<file path="src/rtl/multicycle_main_control.sv">
// Multi-cycle RV32I main control FSM: FETCH/DECODE/EXEC/MEM/WB/HALT with a memory req/ready
// handshake and wait-state timeout. Define ILLEGAL_TRAP_EN to trap unsupported opcodes to HALT.
module multicycle_main_control #(
    parameter int CNT_W   = 4,
    parameter int TIMEOUT = 15
) (
    input  logic       clk,
    input  logic       rst_n,
    input  logic [6:0] opcode,
    input  logic [2:0] func3,
    input  logic       branch_taken,
    input  logic       mem_ready,
    output logic       imem_req,
    output logic       dmem_req,
    output logic       ir_write,
    output logic       pc_write,
    output logic [1:0] pc_src,
    output logic       regwrite,
    output logic [2:0] immsel,
    output logic [1:0] aluop,
    output logic       alusrc,
    output logic [1:0] alua_sel,
    output logic       memread,
    output logic       memwrite,
    output logic [1:0] memtoreg,
    output logic [2:0] state_o,
    output logic       bus_err,
    output logic       illegal
);

    typedef enum logic [2:0] {
        S_FETCH  = 3'd0,
        S_DECODE = 3'd1,
        S_EXEC   = 3'd2,
        S_MEM    = 3'd3,
        S_WB     = 3'd4,
        S_HALT   = 3'd5
    } state_t;

    localparam logic [6:0] OP_R     = 7'b0110011;
    localparam logic [6:0] OP_I     = 7'b0010011;
    localparam logic [6:0] OP_LOAD  = 7'b0000011;
    localparam logic [6:0] OP_STORE = 7'b0100011;
    localparam logic [6:0] OP_BR    = 7'b1100011;
    localparam logic [6:0] OP_JAL   = 7'b1101111;
    localparam logic [6:0] OP_JALR  = 7'b1100111;
    localparam logic [6:0] OP_LUI   = 7'b0110111;
    localparam logic [6:0] OP_AUIPC = 7'b0010111;

    localparam logic [CNT_W-1:0] TMO = CNT_W'(TIMEOUT);

    state_t           state_q, state_d;
    logic [6:0]       opcode_q, opcode_d;
    logic [2:0]       func3_q, func3_d;
    logic [CNT_W-1:0] cnt_q, cnt_d;
    logic             bus_err_q, bus_err_d;

    // func3 is consumed by the datapath; the latched copy has no fanout here.
    logic unused_func3;
    assign unused_func3 = ^func3_q;

    // In DECODE the IR is fresh and not yet latched, so decode straight from the input.
    logic [6:0] op;
    assign op = (state_q == S_DECODE) ? opcode : opcode_q;

    logic       is_legal, is_ld, is_st, is_br, is_jal, is_jalr;
    logic [2:0] imm_t;
    logic [1:0] aluop_t, alua_t;
    logic       alusrc_t;

    always_comb begin
        is_legal = 1'b1;
        is_ld    = 1'b0;
        is_st    = 1'b0;
        is_br    = 1'b0;
        is_jal   = 1'b0;
        is_jalr  = 1'b0;
        imm_t    = 3'b000;
        aluop_t  = 2'b00;
        alua_t   = 2'b00;
        alusrc_t = 1'b0;
        case (op)
            OP_R:     aluop_t = 2'b10;
            OP_I:     begin aluop_t = 2'b11; alusrc_t = 1'b1; end
            OP_LOAD:  begin is_ld = 1'b1; alusrc_t = 1'b1; end
            OP_STORE: begin is_st = 1'b1; imm_t = 3'b001; alusrc_t = 1'b1; end
            OP_BR:    begin is_br = 1'b1; imm_t = 3'b010; aluop_t = 2'b01; end
            OP_JAL:   begin is_jal = 1'b1; imm_t = 3'b011; alusrc_t = 1'b1; alua_t = 2'b01; end
            OP_JALR:  begin is_jalr = 1'b1; alusrc_t = 1'b1; end
            OP_LUI:   begin imm_t = 3'b100; alusrc_t = 1'b1; alua_t = 2'b10; end
            OP_AUIPC: begin imm_t = 3'b100; alusrc_t = 1'b1; alua_t = 2'b01; end
            default:  is_legal = 1'b0;
        endcase
    end

`ifdef ILLEGAL_TRAP_EN
    logic illegal_q, illegal_d;
`endif

    always_comb begin
        state_d   = state_q;
        opcode_d  = opcode_q;
        func3_d   = func3_q;
        cnt_d     = cnt_q;
        bus_err_d = bus_err_q;
`ifdef ILLEGAL_TRAP_EN
        illegal_d = illegal_q;
`endif
        case (state_q)
            S_FETCH, S_MEM: begin
                if (mem_ready) begin
                    if (state_q == S_FETCH) state_d = S_DECODE;
                    else if (is_st)         state_d = S_FETCH;
                    else                    state_d = S_WB;
                end else if (cnt_q == TMO) begin
                    state_d   = S_HALT;
                    bus_err_d = 1'b1;
                end else begin
                    cnt_d = cnt_q + 1'b1;
                end
            end
            S_DECODE: begin
                opcode_d = opcode;
                func3_d  = func3;
                if (is_legal) begin
                    state_d = S_EXEC;
                end else begin
`ifdef ILLEGAL_TRAP_EN
                    state_d   = S_HALT;
                    illegal_d = 1'b1;
`else
                    state_d = S_FETCH;
`endif
                end
            end
            S_EXEC: begin
                if (is_br)               state_d = S_FETCH;
                else if (is_ld || is_st) state_d = S_MEM;
                else                     state_d = S_WB;
            end
            S_WB:    state_d = S_FETCH;
            S_HALT:  state_d = S_HALT;
            default: state_d = S_FETCH;
        endcase
        // Each memory request gets its own full wait budget.
        if (state_d != state_q && (state_d == S_FETCH || state_d == S_MEM))
            cnt_d = '0;
    end

    always_ff @(posedge clk) begin
        if (!rst_n) begin
            state_q   <= S_FETCH;
            opcode_q  <= '0;
            func3_q   <= '0;
            cnt_q     <= '0;
            bus_err_q <= 1'b0;
`ifdef ILLEGAL_TRAP_EN
            illegal_q <= 1'b0;
`endif
        end else begin
            state_q   <= state_d;
            opcode_q  <= opcode_d;
            func3_q   <= func3_d;
            cnt_q     <= cnt_d;
            bus_err_q <= bus_err_d;
`ifdef ILLEGAL_TRAP_EN
            illegal_q <= illegal_d;
`endif
        end
    end

    // IR/PC write strobes complete the fetch handshake; immsel is held through WB so the
    // immediate stays valid for the EXEC-stage PC targets.
    always_comb begin
        imem_req = 1'b0;
        dmem_req = 1'b0;
        ir_write = 1'b0;
        pc_write = 1'b0;
        pc_src   = 2'b00;
        regwrite = 1'b0;
        immsel   = 3'b000;
        aluop    = 2'b00;
        alusrc   = 1'b0;
        alua_sel = 2'b00;
        memread  = 1'b0;
        memwrite = 1'b0;
        memtoreg = 2'b00;
        if (rst_n) begin
            case (state_q)
                S_FETCH: begin
                    imem_req = 1'b1;
                    ir_write = mem_ready;
                    pc_write = mem_ready;
                end
                S_DECODE: immsel = imm_t;
                S_EXEC: begin
                    immsel   = imm_t;
                    aluop    = aluop_t;
                    alusrc   = alusrc_t;
                    alua_sel = alua_t;
                    if (is_br) begin
                        pc_write = branch_taken;
                        pc_src   = 2'b01;
                    end else if (is_jal) begin
                        pc_write = 1'b1;
                        pc_src   = 2'b01;
                    end else if (is_jalr) begin
                        pc_write = 1'b1;
                        pc_src   = 2'b10;
                    end
                end
                S_MEM: begin
                    immsel   = imm_t;
                    dmem_req = 1'b1;
                    memread  = is_ld;
                    memwrite = is_st;
                end
                S_WB: begin
                    immsel   = imm_t;
                    regwrite = 1'b1;
                    if (is_ld)                memtoreg = 2'b01;
                    else if (is_jal || is_jalr) memtoreg = 2'b10;
                end
                default: ;
            endcase
        end
    end

    assign state_o = rst_n ? state_q : 3'd0;
    assign bus_err = rst_n & bus_err_q;
`ifdef ILLEGAL_TRAP_EN
    assign illegal = rst_n & illegal_q;
`else
    assign illegal = 1'b0;
`endif

endmodule

</file>
<file path="config.mk">
export PLATFORM = sky130hd
export DESIGN_NAME = multicycle_main_control
export DESIGN_NICKNAME = d
export VERILOG_FILES = /design/src/rtl/multicycle_main_control.sv
export SDC_FILE = /design/constraint.sdc
export NUM_CORES = 1
export LEC_CHECK = 0
export BUFFER_PORTS_ARGS = -buffer_cell sky130_fd_sc_hd__buf_2
export CAP_MARGIN = 0
export CELL_PAD_IN_SITES_DETAIL_PLACEMENT = 1
export CELL_PAD_IN_SITES_GLOBAL_PLACEMENT = 2
export CORE_MARGIN = 1.5
export CORE_UTILIZATION = 29
export CTS_CLUSTER_SIZE = 30
export DETAILED_ROUTE_END_ITERATION = 8
export GPL_TIMING_DRIVEN = 0
export MAX_ROUTING_LAYER = met4
export PLACE_DENSITY_LB_ADDON = 0.1
export REMOVE_ABC_BUFFERS = 1
export SETUP_SLACK_MARGIN = 0.2
export SYNTH_ARGS = -nofsm -noshare
export SYNTH_HDL_FRONTEND = slang
export SYNTH_SLANG_ARGS = --single-unit
</file>
<file path="constraint.sdc">
create_clock -name clk -period 3.44 [get_ports clk]
set_clock_uncertainty 0.15 [all_clocks]
set_input_delay 0.344 -clock clk [delete_from_list [all_inputs] [get_ports clk]]
set_output_delay 0.344 -clock clk [all_outputs]
set_load 0.02 [all_outputs]
</file>
**Word-level counts from Yosys, hierarchy flattened**

Cells that the tools add are included.

- Add/sub/neg operators: 1
- Reduce and logical (&&, ||, !) cells: 15
- Bitwise logic cells: 4
- Muxes and demuxes: 54
- Eq/ne operators: 17

Operators with widths:

| cell | count |
|---|---|
| 2-to-1 mux 2 bit | 14 |
| 2-to-1 mux 3 bit | 9 |
| 2-to-1 mux 1 bit | 25 |
| one-hot mux 3 bit (4 select lines) | 2 |
| equality test 7 x 6 -> 1 bit, second input constant | 3 |
| equality test 7 bit, second input constant | 3 |
| equality test 7 x 5 -> 1 bit, second input constant | 2 |
| equality test 3 x 2 -> 1 bit, second input constant | 3 |
| OR reduction 9 bit | 1 |
| OR reduction 2 bit | 4 |
| equality test 7 x 2 -> 1 bit, second input constant | 1 |
| 2-to-1 mux 7 bit | 1 |
| OR reduction 7 bit | 1 |
| equality test 3 bit, second input constant | 2 |
| logical NOT 3 bit | 2 |
| one-hot mux 2 bit (3 select lines) | 1 |
| AND reduction 3 bit | 2 |
| adder 4 x 1 -> 4 bit, second input constant | 1 |
| equality test 4 bit, second input constant | 1 |
| one-hot mux 2 bit (2 select lines) | 1 |
| OR reduction 4 bit | 1 |
| equality test 3 x 1 -> 1 bit, second input constant | 1 |
| logical OR 1 bit | 3 |
| inequality test 3 bit | 1 |
| other kinds (4) | 6 |

- Output and inout port bits: 24
- Flip-flop bits (word level): 15
- Input port bits: 14
- Logic and storage cells: 95

**Depth between registers and ports, before layout**

Gate-level depths: netlist (run 1).

- Depth after elaboration: 12
- Gate-level depth with buffers: 6
- Mapped depth without buffers: 6

**Least setup slack after synthesis (run 1)**

OpenSTA, ideal clock, no wires.

- Kind: register to output
- Start: reg state_q[2]
- End: out alua_sel[0]
- Required time: 2946 ps
- Cell stages (with the launch flop): 7
- Setup slack: 979 ps
- Arrival time: 1967 ps
- Cells stage by stage: dfxtp_1 > clkbuf_1 > nor3b_2 > nand3_1 > o22a_1 > or2_2 > a21oi_1

- Longest elaborated chain between the ends: 7
- Elaborated cells between the ends (all ways): 10

RTL lines:

| element | RTL line | source |
|---|---|---|
| start: declaration | 52 | `state_t state_q, state_d;` |
| start signal: assignment | 161 | `state_q <= state_d;` |
| equality test 3 x 1 -> 1 bit | 64 | `assign op = (state_q == S_DECODE) ? opcode : opcode_q;` |
| 2-to-1 mux 7 bit | - |  |
| equality test 7 x 5 -> 1 bit or equality test 7 bit (tied branches) | 82 | `case (op)` |
| OR reduction 2 bit (no line) | - |  |
| one-hot mux 2 bit (2 select lines) | 82 |  |
| 2-to-1 mux 2 bit * | 189 | `case (state_q)` |
| 2-to-1 mux 2 bit * | 188 | `if (rst_n) begin` |
| end: declaration | 22 | `output logic [1:0] alua_sel,` |

Every way passes the cells marked *; elsewhere a longest branch is shown, timed or not.

**Worst setup path in the final report (run 1)**

Ends and elaborated chain as after synthesis.

==> results of run 1 <==
-- per-stage QoR --
| stage | setup slack (ns) | hold WS [ns] | utilization, % | power [mW] |
|---|---|---|---|---|
| final | 0.404 | 0.224 | 38.2 | 0.416 |
| after global routing | 0.244 | 0.255 | 38.2 | 0.440 |
| after CTS | 0.394 | 0.220 | 38.2 | 0.422 |
| after detailed placement | 0.0954 | 0.329 | 36.4 | 0.269 |
| after global placement | 0.191 | 0.309 | 36.4 | 0.267 |
| after floorplan | 0.630 | 0.279 | - | 0.240 |
-- cell type report --
cell class / instances / area, um^2
tap: 48 / 60.1
clock buffer: 3 / 41.3
timing repair buffer: 35 / 180
multi-input combinational: 136 / 833
clock inverter: 1 / 5.00
fill: 493 / 2330
sequential: 15 / 302
inverter: 5 / 18.8
-- state kept, by name, summed over array words and instances (netlist names) --
name / count
opcode_q: 7
cnt_q: 4
state_q: 3
bus_err_q: 1
-- what timing repair did --
| action | CTS | global route |
|---|---|---|
| resized for setup | 1 | 1 |
| pin swaps | 0 | 0 |
| gates cloned | 0 | 0 |
| setup endpoints to repair | 7 | 2 |
| buffers inserted | 2 | 0 |
-- layer usage --
layer	vias up	wire [um]	track usage (%)	part of all wire, %
li1	646	-	-	-
met5	-	0	-	0
met2	27	1840	32.0	48
met4	0	26	3.32	0.68
met3	2	149	3.55	3.9
met1	634	1820	23.1	47
-- final timing paths --
path                       to        from
hold reg to reg      cnt_q[1]    cnt_q[1]
hold / removal    opcode_q[0]   opcode[0]
setup reg to reg     cnt_q[3]  state_q[0]
setup / recovery  alua_sel[0]  state_q[2]
-- Yosys cell counts (4+ instances only) --
| cell type | n | area [um^2] |
|---|---|---|
| nor2_1 | 13 | 48.8 |
| nor2b_1 | 8 | 50.1 |
| o21ai_0 | 4 | 20.0 |
| a21oi_1 | 16 | 80.1 |
| nand3_1 | 8 | 40.0 |
| dfxtp_1 | 15 | 300 |
| a31oi_1 | 4 | 25.0 |
| nand2_1 | 25 | 93.8 |
| clkbuf_1 | 5 | 18.8 |
| inv_1 | 5 | 18.8 |
| and2_1 | 6 | 37.5 |
-- power breakdown --
part / internal, mW / switching, mW / leakage (nW)
logic: 0.0307 / 0.0461 / 0.431
registers: 0.181 / 0.0111 / 0.123
clock network: 0.0803 / 0.0669 / 0.0255
total: 0.292 / 0.124 / 0.579
-- worst min-delay path: cells and delay by family --
kind	cells	cell delay, ns
compound gates	1	0.05
buf+inv	1	0.13
simple gates	1	0.06
-- cell families (layout without fill, tap and decap cells) --
group / count (synthesis) / count (layout) / synth area share [%]
simple gates: 89 / 89 / 42.0
compound gates: 40 / 40 / 22.7
flops: 15 / 15 / 25.5
buf+inv: 12 / 44 / 4.25
mux: 3 / 3 / 2.66
xor+xnor: 2 / 2 / 1.49
fa+ha+maj: 1 / 1 / 1.06
other cells: 1 / 1 / 0.319
-- placed cells by master (no fill, tap or decap), types with 3 or more instances in the layout --
cell	instances
clkbuf_8	3
dfxtp_1	14
and2_1	6
o21ai_0	4
a221oi_1	3
buf_2	33
nor2b_1	8
a21oi_1	16
or3_1	3
nand3b_1	3
nor2_1	13
nand3_1	8
nand2_1	25
a31oi_1	4
nand2b_1	3
inv_1	5
==> metrics.cfg, run 1 <==
[detailed_routing]
num_vias = 1309
dr.first_iter.drc_count = 50
drt_first_pass_iters = 4
wl_per_cell_um = 15.8
via_per_inst = 5.39
drc = 0
routed_wl_um = 3840
ant_nets = 0

[floorplanning]
start_util_pct = 31.2
io_pins = 38
die_y_um = 66.7
fp-row-count = 22
die_x_um = 66.7
core_area_mm2 = 0.00377
die-area_mm2 = 0.00445

[yosys]
syn_area_per_cell_um2 = 7.22
synthArstFlopShare_pct = 0
synth_cells = 163
synthesis.area_mm2 = 0.00118
synth.distinct_cells = 45
synth_edf_count = 0
yosysSeqAreaShare_pct = 25.5
yosys_register_bits = 15
dominantRegCellSynth = dfxtp_1
ys.warnings.count = 0

[cts]
cts.sinks = 15
htreeDepth = 1
clk-insertion-delay-late_ns = 0.25
path_clk_slew_ns = 0.07
holdBufCountCts = 0
cts_tree = done
cts_root_buf = clkbuf_8
numCtsBuffers = 3
cts_max_path_buffers = 2

[layout]
design_area_mm2 = 0.00144
diodes = 0
area_growth_pct = 22.3
final_nets = 211
final_cells = 243
drive_gt1_share_pct = 25.1

[worst_setup_path]
cp.required_ns = 2.95
cpPeakStageDelay_ns = 0.61
cp.arrival_ns = 2.54
startpoint_type = flop
r2r_cells = 4
slowest_stage = dfxtp_1
cp-end-kind = output pin
ff2ff_setup_slack_ns = 0.97
path_buf_inv = 1
crit_path_cell_trace = or3b_1, nand4b_1, o22a_1, or2_2, a21oi_1, buf_2
worstPathMaxFanout = 11
cp_num_cells = 6
path_delay_family = simple AND/OR/NAND/NOR gates
worstSetupPathType = reg2out

[timing]
setup_viol = 0
period_share_pct = 88.3
tns_ns = 0
slew_viol_final = 0
final.min_clock_period_ns = 3.04
maxSlewHeadroom_pct = 39.9
rsz0062_at_grt = no
fmax_mhz = 329
tightest_slew_ns = 0.889
hold_violations = 0

[run_status]
status = complete, no violations

[grt]
antenna_found_initial = 0
grtUsageTotal_pct = 18.7
grt_max_degree = 18
grt_pass1_vias = 1284
grt_pass1_wl_um = 6200
overflow = 0

[placed_design]
dpl_cell_area_mm2 = 0.00137
globalplace.congestion = 0.830
port_buffers = 33
placed_cells = 237
place_hpwl_um = 2890

[power_and_ir_drop]
p_leak_nw = 0.579
vdd_ir_drop_max_v = 0.000172
p_per_area_mw_per_mm2 = 289

[hold_path]
hold_path_class = in2reg
hold_path_depth = 3

[run]
max_cap_violations = 0

No activity file was read; power rests on OpenSTA's default activity.
==> run 2: changes to the inputs <==
- ABC_AREA: unset -> 1
==> metrics.cfg, run 2 <==
[run_status]
status = complete, no violations

[power_and_ir_drop]
total_power_mw = 0.701  ; +68%
vdd_ir_drop_max_v = 0.000168  ; -2.1%
p_leak_nw = 0.817  ; +41%
p_per_area_mw_per_mm2 = 424  ; +47%

[floorplanning]
die_x_um = 72.9  ; +9.2%
io_pins = 38  ; unchanged
die-area_mm2 = 0.00531  ; +19%
die_y_um = 72.9  ; +9.2%
start_util_pct = 30.0  ; -1.3 points
fp-row-count = 25  ; +14%
core_area_mm2 = 0.00472  ; +25%

[detailed_routing]
num_vias = 1435  ; +9.6%
routed_wl_um = 3750  ; -2.2%
via_per_inst = 4.56  ; -15%
drc = 0  ; unchanged
dr.first_iter.drc_count = 26  ; -48%
drt_first_pass_iters = 4  ; unchanged
wl_per_cell_um = 11.9  ; -25%
ant_nets = 0  ; unchanged

[timing]
worst_slack_ns = 0.482  ; +0.0778 ns
setup_viol = 0  ; unchanged
maxSlewHeadroom_pct = 62.9  ; +23 points
tns_ns = 0  ; unchanged
slew_viol_final = 0  ; unchanged
tightest_slew_ns = 0.556  ; -0.333 ns
fmax_mhz = 338  ; +2.6%
final.min_clock_period_ns = 2.96  ; -0.0778 ns
hold_violations = 0  ; unchanged
period_share_pct = 86.0  ; -2.3 points
rsz0062_at_grt = no
fin_hold_ws_ns = 0.158  ; -0.0652 ns

[grt]
grtUsageTotal_pct = 15.7  ; -3.0 points
grt_pass1_vias = 1392  ; +8.4%
antenna_found_initial = 0  ; unchanged
grt_pass1_wl_um = 6340  ; +2.3%
grt_max_degree = 17  ; -1
overflow = 0  ; unchanged

[cts]
path_clk_slew_ns = 0.06  ; about the same
htreeDepth = 1  ; unchanged
cts_setup_buffers = 0  ; -2
numCtsBuffers = 3  ; unchanged
cts_tree = done
cts_max_path_buffers = 2  ; unchanged
holdBufCountCts = 0  ; unchanged
clk-insertion-delay-late_ns = 0.25  ; about the same
cts_root_buf = clkbuf_8
cts.sinks = 15  ; unchanged

[worst_setup_path]
path_buf_inv = 3  ; +2
cp-end-kind = output pin
worstSetupPathType = reg2out
startpoint_type = flop
r2r_start = state_q[0]
cpPeakStageDelay_ns = 0.64  ; +0.03 ns
cp.required_ns = 2.95  ; about the same
path_delay_family = simple AND/OR/NAND/NOR gates
worstPathMaxFanout = 11  ; unchanged
crit_path_cell_trace = inv_2, nor2_4, nand3b_1, nand2_4, nand3_4, nor4_1, inv_1, a41o_2, a21oi_1, buf_2
r2r_cells = 13  ; +9
ff2ff_setup_slack_ns = 1.00  ; +0.03 ns
slowest_stage = dfxtp_1
cp.arrival_ns = 2.46  ; -0.08 ns
worst_r2r_endpoint = cnt_q[1]

[placed_design]
globalplace.congestion = 0.765  ; -7.9%
post-place-ws_ns = 0.704  ; +0.609 ns
place_hpwl_um = 3090  ; +6.7%
port_buffers = 33  ; unchanged

[yosys]
synth.distinct_cells = 34  ; -24%
syn_area_per_cell_um2 = 6.52  ; -9.7%
synthArstFlopShare_pct = 0  ; unchanged
yosysSeqAreaShare_pct = 21.2  ; -4.3 points
synth_edf_count = 0  ; unchanged
synth_top_area_share_pct = 21.2  ; -4.3 points
synthTopCellsByArea = dfxtp_1 21%, nand2_1 10%, inv_1 8.5%
yosys_register_bits = 15  ; unchanged
ys_top_cells_by_count = 38 x nand2_1, 32 x inv_1, 32 x nor2_1
ys.warnings.count = 0  ; unchanged
yosysTopAreaCell = dfxtp_1
synth_most_common_cell = nand2_1
dominantRegCellSynth = dfxtp_1
synth_cells = 217  ; +33%
synthesis.area_mm2 = 0.00142  ; +20%

[layout]
final_cell_mix = 38 x nand2_1, 33 x buf_2, 32 x inv_1, 32 x nor2_1, 14 x dfxtp_1
reg_top3 = opcode_q: 7 flops, cnt_q: 4 flops, state_q: 3 flops
area_growth_pct = 16.9
diodes = 0  ; unchanged
final_common_cell = nand2_1
largest_reg_flops = 7  ; unchanged
drive_gt1_share_pct = 31.5  ; +6.3 points
largest_register = opcode_q
final_nets = 264  ; +25%

[run]
max_cap_violations = 0  ; unchanged

[hold_path]
hold_end = bus_err_q
worstHoldStart = mem_ready
hold_path_depth = 2  ; -1
hold_path_class = in2reg

[run 2: metal layers]
metal | part of all wire [%] | global-route usage (%) | wire length, um | up-vias
met5 | 0 | - | 0 | -
met4 | 0.59 | 2.52 | 22 | 0
met3 | 2.1 | 2.90 | 78 | 4
met2 | 48 | 27.0 | 1820 | 16
met1 | 49 | 19.4 | 1830 | 671
li1 | - | - | - | 744
[run 2: worst max path at each step]
stage	start	to	slack (ns)	cells after the start
after floorplan	state_q[2]	immsel[0]	0.98	9
after global placement	state_q[2]	immsel[0]	0.69	10
after detailed placement	state_q[2]	immsel[1]	0.70	10
after CTS	state_q[2]	immsel[1]	0.41	10
after global routing	state_q[0]	immsel[1]	0.23	10
final	state_q[0]	immsel[1]	0.48	10
[run 2: per-stage QoR]
| stage | cell area (um^2) | std cells | util, % |
|---|---|---|---|
| after floorplan | 1360 | 211 | - |
| after global placement | 1610 | 311 | 34.0 |
| after detailed placement | 1610 | 311 | 34.0 |
| after CTS | 1650 | 315 | 35.0 |
| after global routing | 1650 | 315 | 35.0 |
| final | 1650 | 315 | 35.0 |
[run 2: report_power, final]
| group | total, mW | internal, mW | switching [mW] |
|---|---|---|---|
| logic | 0.333 | 0.108 | 0.225 |
| clock network | 0.147 | 0.0821 | 0.0650 |
| registers | 0.221 | 0.196 | 0.0242 |
[run 2: repair_timing]
action                                  4_1_cts  5_1_grt
resized for setup                             0        1
endpoints found under the hold margin         0        0
endpoints found under the setup margin        0        1
[run 2: final cells by class]
| class | instances | area, um^2 |
|---|---|---|
| inverters | 36 | 135 |
| multi-input cells | 160 | 923 |
| repair buffers | 33 | 165 |
| well taps | 67 | 83.8 |
| flip-flops and latches | 15 | 302 |
| clock buffers | 4 | 45.0 |
| fillers | 625 | 3070 |
[run 2: kinds of logic after synthesis]
group,synth area share (%)
AOI/OAI and AO/OA,7.96
xor gates and xnor gates,1.86
adders and majority gates,0.884
buffers and inverters,13.5
DFF,21.2
muxes,0.707
other,0.265
and+or+nand+nor,53.6
==> run 3: changes to the inputs <==
- BUFFER_PORTS_ARGS: -buffer_cell sky130_fd_sc_hd__buf_2 -> unset
- CORE_UTILIZATION: 29 -> 35
- DONT_BUFFER_PORTS: unset -> 1
- REMOVE_ABC_BUFFERS: 1 -> unset
==> metrics.cfg, run 3 (same netlist as run 2, synthesis figures left out) <==
[floorplanning]
die-area_mm2 = 0.00443  ; -16%
io_pins = 38  ; unchanged
die_y_um = 66.6  ; -8.6%
die_x_um = 66.6  ; -8.6%
fp-row-count = 22  ; -12%
start_util_pct = 37.5  ; +7.6 points
core_area_mm2 = 0.00377  ; -20%

[detailed_routing]
dr.first_iter.drc_count = 50  ; +92%
num_vias = 1351  ; -5.9%
ant_nets = 0  ; unchanged
routed_wl_um = 3930  ; +4.7%
drc = 0  ; unchanged
via_per_inst = 5.02  ; +10%
wl_per_cell_um = 14.6  ; +23%
drt_first_pass_iters = 4  ; unchanged

[hold_path]
hold_path_class = in2reg

[run_status]
status = complete, no violations

[grt]
grt_max_degree = 11  ; -6
grt_pass1_wl_um = 6630  ; +4.6%
antenna_found_initial = 0  ; unchanged
overflow = 0  ; unchanged
grtUsageTotal_pct = 20.1  ; +4.4 points
grt_pass1_vias = 1385  ; -0.50%

[cts]
cts.sinks = 15  ; unchanged
clk-insertion-delay-late_ns = 0.26  ; about the same
htreeDepth = 1  ; unchanged
cts_root_buf = clkbuf_8
cts_tree = done
numCtsBuffers = 3  ; unchanged
path_clk_slew_ns = 0.07  ; about the same
cts_max_path_buffers = 2  ; unchanged
holdBufCountCts = 0  ; unchanged
postCtsResizedCells = 0  ; unchanged
cts_setup_buffers = 0  ; unchanged

[timing]
fmax_mhz = 343  ; +1.4%
rsz0062_at_grt = no
maxSlewHeadroom_pct = 54.7  ; -8.1 points
tightest_slew_ns = 0.674  ; +0.118 ns
tns_ns = 0  ; unchanged
period_share_pct = 84.8  ; -1.2 points
final.min_clock_period_ns = 2.92  ; -0.0401 ns
setup_viol = 0  ; unchanged
hold_violations = 0  ; unchanged
slew_viol_final = 0  ; unchanged
worst_slack_ns = 0.522  ; +0.0401 ns

[worst_setup_path]
worstSetupPathType = reg2out
cp-end-kind = output pin
cpPeakStageDelay_ns = 0.39  ; -0.25 ns
cp.required_ns = 2.95  ; about the same
crit_path_cell_trace = buf_6, inv_2, nor2_4, nand3b_1, nand2_4, nand3_4, nor4_1, inv_1, a41o_2, a21oi_1
worstPathMaxFanout = 10  ; -1
startpoint_type = flop
slowest_stage = dfxtp_1
path_delay_family = simple AND/OR/NAND/NOR gates
cp.arrival_ns = 2.42  ; -0.04 ns
path_buf_inv = 3  ; unchanged

[placed_design]
place_hpwl_um = 3240  ; +5.0%
port_buffers = 0  ; -100%
post-place-ws_ns = 0.785  ; +0.0812 ns
globalplace.congestion = 0.788  ; +3.0%

[yosys]
synth_nets = 232

[layout]
diodes = 0  ; unchanged
reg_top3 = opcode_q: 7 flops, cnt_q: 4 flops, state_q: 3 flops
area_growth_pct = 7.69
final_cell_mix = 38 x nand2_1, 32 x inv_1, 32 x nor2_1, 15 x dfxtp_1
largest_register = opcode_q
drive_gt1_share_pct = 22.6  ; -8.8 points
fin_util_pct = 40.4  ; +5.4 points
largest_reg_flops = 7  ; unchanged
final_common_cell = nand2_1
final_nets = 237  ; -10%

[power_and_ir_drop]
p_per_area_mw_per_mm2 = 471  ; +11%
vdd_ir_drop_max_v = 0.000176  ; +4.7%
p_leak_nw = 0.681  ; -17%
total_power_mw = 0.718  ; +2.5%

[run]
max_cap_violations = 0  ; unchanged

run 3: cell types whose count changed in the layout (fill, tap and decap cells not counted), sizes merged:
cell      delta
clkinvlp     +1
buf         -28
run 3: layer usage:
layer | vias up | share of wire (%) | track usage (%)
li1 | 689 | - | -
met1 | 632 | 45 | 24.2
met2 | 26 | 50 | 34.9
met3 | 4 | 4.2 | 4.22
met4 | 0 | 0.69 | 3.83
met5 | - | 0 | -
run 3: cell type report:
cell class | instances | area, um^2
Buffer | 6 | 56.3
Clock buffer | 3 | 41.3
Clock inverter | 1 | 7.51
Fill cell | 515 | 2250
Inverter | 36 | 135
Multi-Input combinational cell | 160 | 923
Sequential cell | 15 | 300
Tap cell | 48 | 60.1
run 3: worst reg2reg max path: cells and delay by family, from the launching register on:
| kind | cells | cell delay (ns) |
|---|---|---|
| DFF | 1 | 0.39 |
| and+or+nand+nor | 12 | 1.40 |
| buffers and inverters | 2 | 0.23 |
run 3: worst paths after layout:
| path | startpoint | end | slack, ns | cells after the start |
|---|---|---|---|---|
| worst min-delay path | mem_ready | bus_err_q | 0.03 | 1 |
| worst max-delay path | state_q[0] | immsel[1] | 0.52 | 10 |
| worst max register to register | state_q[0] | cnt_q[1] | 1.18 | 14 |
| worst min register to register | bus_err_q | bus_err_q | 0.32 | 2 |
run 3: power breakdown:
| part | internal (mW) | switching, mW | leakage, nW | total, mW |
|---|---|---|---|---|
| registers | 0.196 | 0.0148 | 0.123 | 0.211 |
| logic | 0.116 | 0.240 | 0.537 | 0.355 |
| clock network | 0.0816 | 0.0703 | 0.0217 | 0.152 |
| total | 0.393 | 0.325 | 0.681 | 0.718 |
run 3: metrics by stage:
stage               hold WS (ns)  instance area (um^2)  cells
floorplan                  0.264                  1420    217
global placement           0.283                  1480    265
detailed placement         0.306                  1480    265
CTS                       0.0325                  1520    269
global route              0.0268                  1520    269
finish                    0.0341                  1520    269
